==> config.mk <==
export PLATFORM = sky130hd
export DESIGN_NAME = serial_frame_deserializer_flat
export DESIGN_NICKNAME = d
export VERILOG_FILES = /design/src/rtl/serial_frame_deserializer_pkg.sv /design/src/rtl/serial_frame_deserializer_if.sv /design/src/rtl/serial_frame_deserializer_sync_pattern_detector.sv /design/src/rtl/serial_frame_deserializer.sv /design/src/flat_wrapper.sv
export SDC_FILE = /design/constraint.sdc
export NUM_CORES = 1
export LEC_CHECK = 0
export CAP_MARGIN = 0
export CORE_UTILIZATION = 52
export CTS_CLUSTER_DIAMETER = 120
export DETAILED_ROUTE_END_ITERATION = 16
export GPL_ROUTABILITY_DRIVEN = 0
export PLACE_DENSITY = 0.75
export SYNTH_ARGS = -nofsm -noshare
export SYNTH_HDL_FRONTEND = slang
export SYNTH_HIERARCHICAL = 1
export SYNTH_SLANG_ARGS = --single-unit
==> constraint.sdc <==
create_clock -name clk -period 2.5 [get_ports clk]
set_input_delay 0.75 -clock clk [delete_from_list [all_inputs] [get_ports clk]]
set_output_delay 0.75 -clock clk [all_outputs]
set_load 0.05 [all_outputs]
==> src/rtl/serial_frame_deserializer_pkg.sv <==
// Shared types and defaults for the serial frame deserializer.
//   state_e        : framing state (hunt for sync / collect words)
//   Default*       : default sync pattern, word width and frame length
//   cnt_w()        : counter width helper, never narrower than one bit
package serial_frame_deserializer_pkg;

   typedef enum logic {
      StHunt,
      StCollect
   } state_e;

   localparam int unsigned DefaultWidth         = 8;
   localparam int unsigned DefaultSyncLen       = 4;
   localparam logic [3:0]  DefaultSync          = 4'b1011;
   localparam int unsigned DefaultWordsPerFrame = 2;

   function automatic int unsigned cnt_w(input int unsigned n);
      return (n <= 1) ? 1 : $clog2(n);
   endfunction

   localparam int unsigned DefaultBitCntW  = cnt_w(DefaultWidth);
   localparam int unsigned DefaultWordCntW = cnt_w(DefaultWordsPerFrame + 1);

endpackage

==> src/rtl/serial_frame_deserializer_if.sv <==
// Bundles the serial input, the word output handshake and the status flags.
//   master : producer of din/din_valid and consumer side (dout_ready, clear_ovf)
//   slave  : the deserializer itself
interface serial_frame_deserializer_if #(
   parameter int unsigned WIDTH = 8
);
   logic             din;
   logic             din_valid;
   logic             dout_ready;
   logic             clear_ovf;
   logic [WIDTH-1:0] dout;
   logic             dout_valid;
   logic             locked;
   logic             overflow;

   modport master (
      output din, din_valid, dout_ready, clear_ovf,
      input  dout, dout_valid, locked, overflow
   );

   modport slave (
      input  din, din_valid, dout_ready, clear_ovf,
      output dout, dout_valid, locked, overflow
   );
endinterface

==> src/rtl/serial_frame_deserializer_sync_pattern_detector.sv <==
// Sliding window over the incoming bit stream, compared against the sync pattern.
//   clk, rst  : clock, asynchronous active-high reset
//   din       : serial bit
//   din_valid : shift din into the window this edge
//   clear     : zero the window (wins over a shift)
//   match     : the window including the current bit equals SYNC
module serial_frame_deserializer_sync_pattern_detector
   import serial_frame_deserializer_pkg::*;
#(
   parameter int unsigned           SYNC_LEN = DefaultSyncLen,
   parameter logic [SYNC_LEN-1:0]   SYNC     = DefaultSync
) (
   input  logic clk,
   input  logic rst,
   input  logic din,
   input  logic din_valid,
   input  logic clear,
   output logic match
);

   logic [SYNC_LEN-1:0] window_q, window_d, shifted;

   // Match looks at the updated window so overlapping patterns are caught.
   always_comb begin
      shifted  = {window_q[SYNC_LEN-2:0], din};
      match    = din_valid && (shifted == SYNC);
      window_d = window_q;
      if (clear) begin
         window_d = '0;
      end else if (din_valid) begin
         window_d = shifted;
      end
   end

   always_ff @(posedge clk or posedge rst) begin
      if (rst) begin
         window_q <= '0;
      end else begin
         window_q <= window_d;
      end
   end

endmodule

==> src/rtl/serial_frame_deserializer.sv <==
// Hunts for a sync pattern in a serial stream, then assembles WORDS_PER_FRAME
// words of WIDTH bits MSB-first and offers each on a one-entry output register.
//   clk, rst : clock, asynchronous active-high reset
//   bus      : slave side of serial_frame_deserializer_if
//              (din, din_valid, dout_ready, clear_ovf -> dout, dout_valid,
//               locked, overflow)
module serial_frame_deserializer
   import serial_frame_deserializer_pkg::*;
#(
   parameter int unsigned         WIDTH           = DefaultWidth,
   parameter int unsigned         SYNC_LEN        = DefaultSyncLen,
   parameter logic [SYNC_LEN-1:0] SYNC            = DefaultSync,
   parameter int unsigned         WORDS_PER_FRAME = DefaultWordsPerFrame
) (
   input logic                          clk,
   input logic                          rst,
   serial_frame_deserializer_if.slave   bus
);

   localparam int unsigned BitCntW  = cnt_w(WIDTH);
   localparam int unsigned WordCntW = cnt_w(WORDS_PER_FRAME + 1);

   state_e              state_q, state_d;
   logic [WIDTH-1:0]    shreg_q, shreg_d;
   logic [BitCntW-1:0]  bit_cnt_q, bit_cnt_d;
   logic [WordCntW-1:0] word_cnt_q, word_cnt_d;
   logic [WIDTH-1:0]    dout_q, dout_d;
   logic                dout_valid_q, dout_valid_d;
   logic                locked_q, locked_d;
   logic                overflow_q, overflow_d;

   logic                hunt_valid;
   logic                match;
   logic                det_clear;
   logic                word_done;
   logic [WIDTH-1:0]    word;
   logic [WordCntW-1:0] word_cnt_inc;

   // The window only advances while hunting, so it stays zero through a frame.
   assign hunt_valid = bus.din_valid && (state_q == StHunt);

   serial_frame_deserializer_sync_pattern_detector #(
      .SYNC_LEN (SYNC_LEN),
      .SYNC     (SYNC)
   ) u_sync_det (
      .clk       (clk),
      .rst       (rst),
      .din       (bus.din),
      .din_valid (hunt_valid),
      .clear     (det_clear),
      .match     (match)
   );

   always_comb begin
      state_d      = state_q;
      shreg_d      = shreg_q;
      bit_cnt_d    = bit_cnt_q;
      word_cnt_d   = word_cnt_q;
      dout_d       = dout_q;
      dout_valid_d = dout_valid_q;
      overflow_d   = overflow_q;
      det_clear    = 1'b0;
      word_done    = 1'b0;
      word         = {shreg_q[WIDTH-2:0], bus.din};
      word_cnt_inc = word_cnt_q + 1'b1;

      unique case (state_q)
         StHunt: begin
            if (match) begin
               state_d    = StCollect;
               bit_cnt_d  = '0;
               word_cnt_d = '0;
               det_clear  = 1'b1;
            end
         end
         StCollect: begin
            if (bus.din_valid) begin
               shreg_d = word;
               if (bit_cnt_q == BitCntW'(WIDTH - 1)) begin
                  bit_cnt_d  = '0;
                  word_done  = 1'b1;
                  word_cnt_d = word_cnt_inc;
                  if (word_cnt_inc == WordCntW'(WORDS_PER_FRAME)) begin
                     state_d   = StHunt;
                     det_clear = 1'b1;
                  end
               end else begin
                  bit_cnt_d = bit_cnt_q + 1'b1;
               end
            end
         end
         default: state_d = StHunt;
      endcase

      // Clear first so a same-edge drop still sets the flag.
      if (bus.clear_ovf) begin
         overflow_d = 1'b0;
      end

      if (word_done) begin
         // A consumer taking the held word frees the slot on this same edge.
         if (!dout_valid_q || bus.dout_ready) begin
            dout_d       = word;
            dout_valid_d = 1'b1;
         end else begin
            overflow_d = 1'b1;
         end
      end else if (dout_valid_q && bus.dout_ready) begin
         dout_valid_d = 1'b0;
      end

      locked_d = (state_d == StCollect);
   end

   always_ff @(posedge clk or posedge rst) begin
      if (rst) begin
         state_q      <= StHunt;
         shreg_q      <= '0;
         bit_cnt_q    <= '0;
         word_cnt_q   <= '0;
         dout_q       <= '0;
         dout_valid_q <= 1'b0;
         locked_q     <= 1'b0;
         overflow_q   <= 1'b0;
      end else begin
         state_q      <= state_d;
         shreg_q      <= shreg_d;
         bit_cnt_q    <= bit_cnt_d;
         word_cnt_q   <= word_cnt_d;
         dout_q       <= dout_d;
         dout_valid_q <= dout_valid_d;
         locked_q     <= locked_d;
         overflow_q   <= overflow_d;
      end
   end

   assign bus.dout       = dout_q;
   assign bus.dout_valid = dout_valid_q;
   assign bus.locked     = locked_q;
   assign bus.overflow   = overflow_q;

endmodule

==> src/flat_wrapper.sv <==
// flat-port wrapper written by rule: the top's interface ports become plain ports
module serial_frame_deserializer_flat import serial_frame_deserializer_pkg::*;
#(
   parameter int unsigned         WIDTH           = DefaultWidth,
   parameter int unsigned         SYNC_LEN        = DefaultSyncLen,
   parameter logic [SYNC_LEN-1:0] SYNC            = DefaultSync,
   parameter int unsigned         WORDS_PER_FRAME = DefaultWordsPerFrame
)
  (clk, rst, bus_din, bus_din_valid, bus_dout_ready, bus_clear_ovf, bus_dout, bus_dout_valid, bus_locked, bus_overflow);
  serial_frame_deserializer_if #(.WIDTH(WIDTH)) bus_i ();
  input logic clk;
  input logic rst;
  input wire logic [$bits(bus_i.din)-1:0] bus_din;
  input wire logic [$bits(bus_i.din_valid)-1:0] bus_din_valid;
  input wire logic [$bits(bus_i.dout_ready)-1:0] bus_dout_ready;
  input wire logic [$bits(bus_i.clear_ovf)-1:0] bus_clear_ovf;
  output wire logic [$bits(bus_i.dout)-1:0] bus_dout;
  output wire logic [$bits(bus_i.dout_valid)-1:0] bus_dout_valid;
  output wire logic [$bits(bus_i.locked)-1:0] bus_locked;
  output wire logic [$bits(bus_i.overflow)-1:0] bus_overflow;
  assign bus_i.din = bus_din;
  assign bus_i.din_valid = bus_din_valid;
  assign bus_i.dout_ready = bus_dout_ready;
  assign bus_i.clear_ovf = bus_clear_ovf;
  assign bus_dout = bus_i.dout;
  assign bus_dout_valid = bus_i.dout_valid;
  assign bus_locked = bus_i.locked;
  assign bus_overflow = bus_i.overflow;
  serial_frame_deserializer #(.WIDTH(WIDTH), .SYNC_LEN(SYNC_LEN), .SYNC(SYNC), .WORDS_PER_FRAME(WORDS_PER_FRAME)) u_core (.clk(clk), .rst(rst), .bus(bus_i));
endmodule
; Word level (Yosys, flattened, before mapping)
; Index checks and enable logic that the tools add are counted.
[totals]
word_cells = 58
output_inout_bits = 11
reg_bits = 26
[op_classes]
n_reduce_logical = 12
mux = 28
bitwise_logic = 1
eq_ne = 7
add_sub_neg = 2
[ops]
columns = cell, n
row1 = $mux 1, 16
row2 = $mux 3, 5
row3 = $reduce_and 2->1, 4
row4 = $mux 2, 3
row5 = $ne 2x2->1 const B, 3
row6 = $pmux 3 s2, 1
row7 = $eq 4x4->1 const B, 1
row8 = $pmux 1 s2, 2
row9 = $pmux 2 s2, 1
row10 = $reduce_bool 2->1, 2
row11 = $add 3x1->3 const B, 1
row12 = $eq 3x3->1 const B, 1
row13 = $logic_and 1x1->1, 3
row14 = $reduce_and 3->1, 1
row15 = $add 2x1->2 const B, 1
row16 = $eq 2x2->1 const B, 1
row17 = $ne 2x1->1 const B, 1
row18 = $logic_not 1->1, 1
row19 = $logic_or 1x1->1, 1
row20 = $not 1->1, 1

; Logic depth before layout (Yosys ltp)
; Gate-level depths: netlist of the first run.
[depth]
depth_word = 7
depth_mapped = 7
depth_no_buf = 6

; Hierarchy
; The synthesis of the first run kept the hierarchy.
[by_module_without_submodules]
columns = module, cells_each, instances, area_per_inst_um2, seq_area_each_um2
row1 = serial_frame_deserializer, 74, 1, 1049.8, 575.6
row2 = serial_frame_deserializer_sync_pattern_detector, 12, 1, 130.1, 75.1

; Worst setup path after synthesis of the first run
; OpenSTA, ideal clock, no wires.
[synth_timing]
kind = input to register
from = input bus_din_valid
to = register u_core.u_sync_det.window_q[0]
arrival_ps = 1776
path_slack_ps = 597
cell_stages = 7
n_path_buf = 1
required_time_ps = 2373
cell_sequence = buf_6 > nor2b_1 > nand4_1 > nor2_1 > inv_1 > o22ai_1 > nor2_1
[synth_between]
elab_chain_cells = 5
[synth_lines]
columns = element, line_no
row1 = from (decl), flat_wrapper.sv:14  ; input wire logic [$bits(bus_i.din_valid)-1:0] bus_din_valid;
row2 = $logic_and 1x1->1 (*), serial_frame_deserializer.sv:40  ; assign hunt_valid = bus.din_valid && (state_q == StHunt);
row3 = net u_core.hunt_valid, serial_frame_deserializer.sv:32  ; logic hunt_valid;
row4 = $logic_and 1x1->1 (*), serial_frame_deserializer_sync_pattern_detector.sv:26  ; match = din_valid && (shifted == SYNC);
row5 = net u_core.match, serial_frame_deserializer.sv:33  ; logic match;
row6 = $mux 1 (*), serial_frame_deserializer.sv:69  ; if (match) begin
row7 = $pmux 1 s2 (*), serial_frame_deserializer.sv:67  ; unique case (state_q)
row8 = net u_core.det_clear, serial_frame_deserializer.sv:34  ; logic det_clear;
row9 = $mux 3 or $reduce_bool 2->1 (tied branches), n/a
row10 = to (signal assigned), serial_frame_deserializer_sync_pattern_detector.sv:39  ; window_q <= window_d;
row11 = to (decl), serial_frame_deserializer_sync_pattern_detector.sv:21  ; logic [SYNC_LEN-1:0] window_q, window_d, shifted;
; The timed path passes the listed nets; every way through them passes the cells marked *.
; A chain may end at the register's enable or synchronous reset.

; Worst setup path after layout of the first run
[layout_timing]
from = register u_core.dout_q[0] (netlist: u_core/bus.dout[0])
to = output bus_dout[0]
[layout_lines]
columns = element, line_no
row1 = from (decl), serial_frame_deserializer.sv:27  ; logic [WIDTH-1:0] dout_q, dout_d;
row2 = from (signal assigned), serial_frame_deserializer.sv:130  ; dout_q <= dout_d;
row3 = to (decl), flat_wrapper.sv:17  ; output wire logic [$bits(bus_i.dout)-1:0] bus_dout;
; No word-level cell between the ends.

==> impl_results.md, run 1 <==
* Capture point of the worst reg-to-reg path: u_core/bus.dout[3]$_DFFE_PP0P_
* Syn_nets at 96
* Fin nets at 117
* Leakage power at 0.649 nW
* Dominant combinational cell family by area after synthesis: multiplexers
* Level count of the clock H-tree at 1
* Detailed-placement wirelength estimate at about 1300 µm
* Compound-gate portion of the synthesized area at ~6.5%
* Via-to-Cell Ratio at roughly 5.4
* Synthesized-area fraction occupied by adder cells at under 10%
* Die extent in y at about 50 µm
* Biggest cell delay along the critical path at 0.81 ns
* Post-route DRC violation count at 0
* Final max-slew violation count at 0
* Global routing met3 resource utilization at between 2 and 3%
* Overall die area at roughly 2500 µm²
* Post-Route Setup TNS at 0 ns
* Number of warnings issued by yosys at 6
* Met1 Track Usage GR at between 20% and 30%
* Post-synthesis share of cell area spent on and, or, nand and nor gates at around 8.8%
* Arrival time of the worst setup path at 1.51 ns
* Pwr dens at around 1100 nW/µm²
* R2R cell count at 5
* Count of maximum capacitance violations at 0
* Post-CTS repair timing setup buffer count at 0
* Cell type group with the largest total delay on the critical path: buffers and inverters
* Instance area at placement at around 1400 µm²
* Antenna cells at 0
* # rows at 16
* Number of I/O port buffers at 16
* Detailed-route wire length at 1840 µm
* Final cell area excluding filler cells at between 1000 and 1500 µm²
* XOR/XNOR Fraction of Synth Area at 0%
* Netlist Area Pre-Place at 1180 µm²
* Average wire length per cell after detail routing at about 14 µm
* Worst path slowest cell: clkdlybuf4s50_1
* Final Worst Setup Slack at ~0.24 ns
* Clock latency at the later pin of the worst-skew pair at about 0.31 ns
* Final worst hold slack at between 0.5 and 0.6 ns
* Highest clock frequency the design can meet at 443 MHz
* Share of cells above drive strength 1 at about a quarter
* Total vias in the final route at 716
* Maximum buffer depth of the clock tree at 2
* Timing endpoint of the critical path: bus_dout[0]
* Pin count of the biggest net entering global routing at 24
* Final hold violation count at 0
* Via count of the first global-routing pass at 710
* Worst-case clock skew at ~0.0064 ns
* Gates resized, CTS repair at 0
* CTS Sinks at 26
* Max rail drop VDD at about 0.75 mV
* Global route hottest layer: met2
* Largest fanout on the critical path at 2
* Share of the cycle needed by the critical path after routing at 90.3%
* Post-cts hold buffer count at 0
* Number of gates on the worst path with buffers counted at 1
* First-pass GRT wire length at about 3200 µm
* Proportion of synthesized chip area in sequential cells at a little under three fifths
* Minimum clock period at ~2.3 ns
* TritonCTS clock tree: done
* Floorplan Core Area at 2040 µm²
* Worst Hold Class: reg2reg
* Max_slew headroom at between 60% and 70%
* Clock edge transition at the registers on the reported setup and hold paths at 0.14 ns
* Launch point of the worst reg-to-reg path: u_core/bit_cnt_q[0]$_DFFE_PP0P_
* Mux share of post-synthesis cell area at a little over a fifth
* Cts bufs inserted at 3
* Per-instance average area after synthesis at ~14 µm²
* Number of distinct library cells after synthesis at 25
* Crit path cell chain: clkdlybuf4s50_1
* Grt met2 use at 29.5%
* Flip-flop and latch count after synthesis at 26
* Overall routing resource usage at 17.4%
* Worst Tran Pin Value at between 0.5 and 0.6 ns
* Beginning of the critical path: u_core/bus.dout[0]$_DFFE_PP0P_
* Layout-stage area growth over the synthesis result at 18.7%
* Unrepaired setup endpoints after global routing: no
* Starting utilization of the core area at 57.8%
* Required arrival time at the worst endpoint at 1.75 ns
* ANT nets after route at 0
* Setup violators final at 0
* Number of antenna violations at the first check in global routing at 0
* TritonRoute pass-1 iters at 4
* Outcome: completed
* Worst R2R Setup Slack at a little under 0.8 ns
* Iter 0 DRT Violations at 7
* Number of instances in the synthesized netlist at 86
* CP Capture Type: primary output
* Overall overflow remaining after global route at 0
* Buffers and inverters on the worst path at 1
* Cell chosen for the clock root: clkbuf_4
* Die width at between 40 and 50 µm
* Post-placement worst setup slack at ~0.16 ns
* I/O Pins at 17
* Setup crit start kind: flip-flop
* Crit Path Category: reg2out
[metrics by stage]
stage	utilization [%]	instances	power (mW)
final	68.6	133	1.61
after global routing	68.6	133	1.70
after CTS	68.6	133	1.62
after detailed placement	66.8	129	1.41
after global placement	66.8	129	1.39
after floorplan	-	86	1.22
[area by class of cell]
type / instances / area, µm²
flip-flops and latches: 26 / 651
fillers: 150 / 642
multi-input cells: 52 / 480
repair buffers: 19 / 180
clock buffers: 4 / 36.3
well taps: 27 / 33.8
inverters: 5 / 18.8
[synth_stat cells]
library cell,number,share of area [%]
a21boi_0,1,0.64
a21oi_1,1,0.42
a22o_1,2,1.5
a31oi_1,1,0.53
a32o_1,1,0.85
buf_4,1,0.64
buf_6,2,1.9
dfrtp_1,26,55
ha_1,4,4.2
inv_1,5,1.6
mux2_2,8,7.6
mux2_4,8,10
mux2i_1,4,3.4
nand2_1,3,0.95
nand2_4,1,0.95
nand2b_1,1,0.53
nand3_1,1,0.42
nand3_4,1,1.5
nand4_1,1,0.53
nor2_1,7,2.2
nor2b_1,1,0.53
nor2b_4,1,1.2
o21ai_0,2,0.85
o22ai_1,2,1.1
o31ai_1,1,0.64
[cells in the final DEF (no fill, tap or decap), drive strengths merged]
master / instances
dfrtp: 26
mux2: 16
clkdlybuf4s50: 15
nor2: 7
inv: 5
buf: 4
mux2i: 4
ha: 4
clkbuf: 4
nand2: 4
o21ai: 2
o22ai: 2
a22o: 2
nand3: 2
nor2b: 2
nand2b: 1
o31ai: 1
a32o: 1
a21boi: 1
a21oi: 1
a31oi: 1
nand4: 1
[routing by layer]
layer / up-vias / share of wire (%)
met5: - / 0
li1: 338 / -
met4: 0 / 0.65
met2: 13 / 48
met1: 363 / 48
met3: 2 / 3.0
[report_power, final]
part           switching, mW  internal (mW)  total (mW)
logic                  0.356          0.315       0.671
registers              0.142          0.585       0.727
clock network          0.120         0.0889       0.209
total                  0.618          0.989        1.61
[worst min path at each step]
stage | startpoint | to | slack [ns] | cells past startpoint
final | u_core/word_cnt_q[0]$_DFFE_PP0P_ | u_core/word_cnt_q[0]$_DFFE_PP0P_ | 0.52 | 1
after global routing | u_core/bit_cnt_q[1]$_DFFE_PP0P_ | u_core/bit_cnt_q[1]$_DFFE_PP0P_ | 0.55 | 1
after CTS | u_core/word_cnt_q[0]$_DFFE_PP0P_ | u_core/word_cnt_q[0]$_DFFE_PP0P_ | 0.51 | 1
after detailed placement | u_core/bit_cnt_q[1]$_DFFE_PP0P_ | u_core/bit_cnt_q[1]$_DFFE_PP0P_ | 0.49 | 1
after global placement | u_core/shreg_q[6]$_DFFE_PP0P_ | u_core/bus.dout[7]$_DFFE_PP0P_ | 0.49 | 1
after floorplan | u_core/word_cnt_q[0]$_DFFE_PP0P_ | u_core/word_cnt_q[0]$_DFFE_PP0P_ | 0.46 | 1
[logic make-up after synthesis]
logic type               count (synthesis)
flip-flops                              26
adder cells (fa/ha/maj)                  4
AO/OA/AOI/OAI                           11
multiplexers                            20
buffers and inverters                    8
AND/OR/NAND/NOR                         17
[state kept, by name (all words and copies together) (netlist names)]
| register | flops |
|---|---|
| u_core/bus.dout_valid | 1 |
| u_core/u_sync_det/window_q | 3 |
| u_core/word_cnt_q | 2 |
| u_core/bus.locked | 1 |
| u_core/bus.overflow | 1 |
| u_core/bit_cnt_q | 3 |
| u_core/bus.dout | 8 |
| u_core/shreg_q | 7 |
Power figures use the tool's default switching activity.
==> inputs of run 2 (changes only) <==
- CORE_UTILIZATION: 52 -> 47
- CTS_CLUSTER_DIAMETER: 120 -> unset
- GPL_ROUTABILITY_DRIVEN: 0 -> unset
- PLACE_DENSITY: 0.75 -> 0.71
- clock period: 2.5 -> 1.83 ns (I/O delays scaled with it)
==> run 2 against run 1 <==
Sequential power increased by 34%. Largest power group is now combinational logic. Register-to-register slack worse by 0.52 ns. Clock skew about the same. Non-clock buffer count grew 4. Total power grew 46%.
==> impl_results.md, run 2 (synthesized netlist as in run 1, its figures left out) <==
* Layout-stage area growth over the synthesis result at 23.5%
* Fin nets at about 120
* Die extent in y at 52.1 µm
* Share of the cycle needed by the critical path after routing at between 90% and 100%
* Final Worst Setup Slack at around 0.15 ns
* Overall die area at between 2000 and 3000 µm²
* Post-route DRC violation count at 0
* Launch point of the worst reg-to-reg path: u_core/bit_cnt_q[0]$_DFFE_PP0P_
* Final worst hold slack at slightly above 0.4 ns
* Detailed-route wire length on metal 1 at approximately 950 µm
* Pin count of the biggest net entering global routing at 24
* Post-placement worst setup slack at -0.222 ns
* Post-CTS repair timing setup buffer count at 0
* Post-Route Setup TNS at 0 ns
* Level count of the clock H-tree at 1
* Share of cells above drive strength 1 at roughly 40%
* Switching portion of total power at approximately 37%
* Logic gate share of total power at between 40% and 50%
* Total met3 wirelength after detailed routing at 67 µm
* Minimum clock period at approximately 1.7 ns
* ANT nets after route at 0
* Most common library cell in the layout ignoring fill and taps: dfrtp_1
* Clock latency at the later pin of the worst-skew pair at 0.31 ns
* Worst Tran Pin Value at a little over 0.3 ns
* Iter 0 DRT Violations at 6
* Starting utilization of the core area at about 50%
* Highest clock frequency the design can meet at just under 600 MHz
* Final GP Congestion at 0.749
* TritonRoute pass-1 iters at 4
* Worst-case clock skew at slightly below 0.007 ns
* Antenna cells at 0
* First-pass GRT wire length at around 3300 µm
* Final hold violation count at 0
* Required arrival time at the worst endpoint at between 1 and 1.5 ns
* Overall routing resource usage at 16.8%
* Crit Path Category: reg2out
* Largest fanout on the critical path at 7
* Detailed-placement wirelength estimate at 1450 µm
* Via count of the first global-routing pass at roughly 710
* Number of I/O port buffers at 16
* Most frequent cells in the layout: dfrtp_1 (25), buf_4 (16), mux2_4 (8), mux2_2 (8), nor2_1 (6)
* Internal power at between 1 and 1.5 mW
* Maximum buffer depth of the clock tree at 2
* Setup violators final at 0
* Clock edge transition at the registers on the reported setup and hold paths at between 0.1 and 0.15 ns
* Cts bufs inserted at 3
* Highest routed metal layer: met4
* I/O Pins at 17
* Via-to-Cell Ratio at around 5.3
* Overall overflow remaining after global route at 0
* Max_slew headroom at approximately 80%
* Floorplan Core Area at roughly 2300 µm²
* Setup crit start kind: flip-flop
* Total vias in the final route at between 700 and 800
* Outcome: completed
* TritonCTS clock tree: done
* # rows at 17
* Arrival time of the worst setup path at 1.13 ns
* CP Capture Type: primary output
* Average wire length per cell after detail routing at 14.2 µm
* Placed insts at approximately 130
* Share of power burned in the clock network at between 10% and 20%
* Beginning of the critical path: u_core/bus.locked$_DFF_PP0_
* Max reg flops at 8
* Cell chosen for the clock root: clkbuf_4
* Final instance count without filler cells at around 140
* Count of maximum capacitance violations at 0
* Post-layout total power at 2.34 mW
* Power share of the sequential group at a little over two fifths
* Final max-slew violation count at 0
* Fill count at between 150 and 200
* Max rail drop VDD at 0.970 mV
* Met2 WL at around 900 µm
* Pwr dens at between 1500 and 2000 nW/µm²
* Switching power summed over all nets at between 0.8 and 0.9 mW
* Number of antenna violations at the first check in global routing at 0
* Detailed-route wire length at 1950 µm
* Leakage power at 0.703 nW
* CTS Sinks at 26
* Die width at 52.1 µm
* Post-cts hold buffer count at 0
* Worst Hold Class: in2async
[run 2: per-stage QoR]
stage,util [%],area [µm²]
after floorplan,-,1180
after global placement,60.8,1400
after detailed placement,60.8,1400
after CTS,63.1,1450
after global routing,63.5,1460
final,63.5,1460
[run 2: final cells by class]
class / count / area, µm² / share of cell area, %
Timing Repair Buffer: 23 / 210 / 14.4
Multi-Input combinational cell: 52 / 489 / 33.6
Clock buffer: 3 / 22.5 / 1.55
Inverter: 5 / 18.8 / 1.29
Clock inverter: 1 / 30.0 / 2.06
Sequential cell: 26 / 652 / 44.7
Tap cell: 28 / 35.0 / 2.40
[run 2: worst paths after layout]
path / endpoint / slack (ns) / cells past startpoint
min in group clk: u_core/word_cnt_q[0]$_DFFE_PP0P_ / 0.50 / 1
hold reg to reg: u_core/word_cnt_q[0]$_DFFE_PP0P_ / 0.50 / 1
max in group asynchronous: u_core/bus.locked$_DFF_PP0_ / 0.99 / 3
setup reg to reg: u_core/bus.dout[3]$_DFFE_PP0P_ / 0.26 / 6
setup / recovery: bus_locked / 0.15 / 2
hold / removal: u_core/u_sync_det/window_q[1]$_DFFE_PP0P_ / 0.41 / 2
[run 2: what timing repair did]
item,CTS,global route
resized for setup,0,2
endpoints found under the hold margin,0,0
setup endpoints to repair,0,4
[run 2: routing by layer]
metal | vias up | track usage [%]
met2 | 19 | 25.0
li1 | 349 | -
met3 | 6 | 3.80
met5 | - | 0
met4 | 0 | 8.56
met1 | 352 | 22.8
[run 2: power by group through the flow]
stage / logic (mW) / registers [mW] / clock network, mW
6_report: 0.980 / 0.977 / 0.385
5_1_grt: 1.06 / 1.01 / 0.424
4_1_cts: 0.991 / 0.975 / 0.399
3_5_place_dp: 0.988 / 0.988 / 0
3_3_place_gp: 0.963 / 0.972 / 0
2_1_floorplan: 0.468 / 1.20 / 0
[run 2: critical path, cell delays in order, from the launching register on]
cell     delay, ns
dfrtp_2       0.48
buf_4         0.19
buf_12        0.15
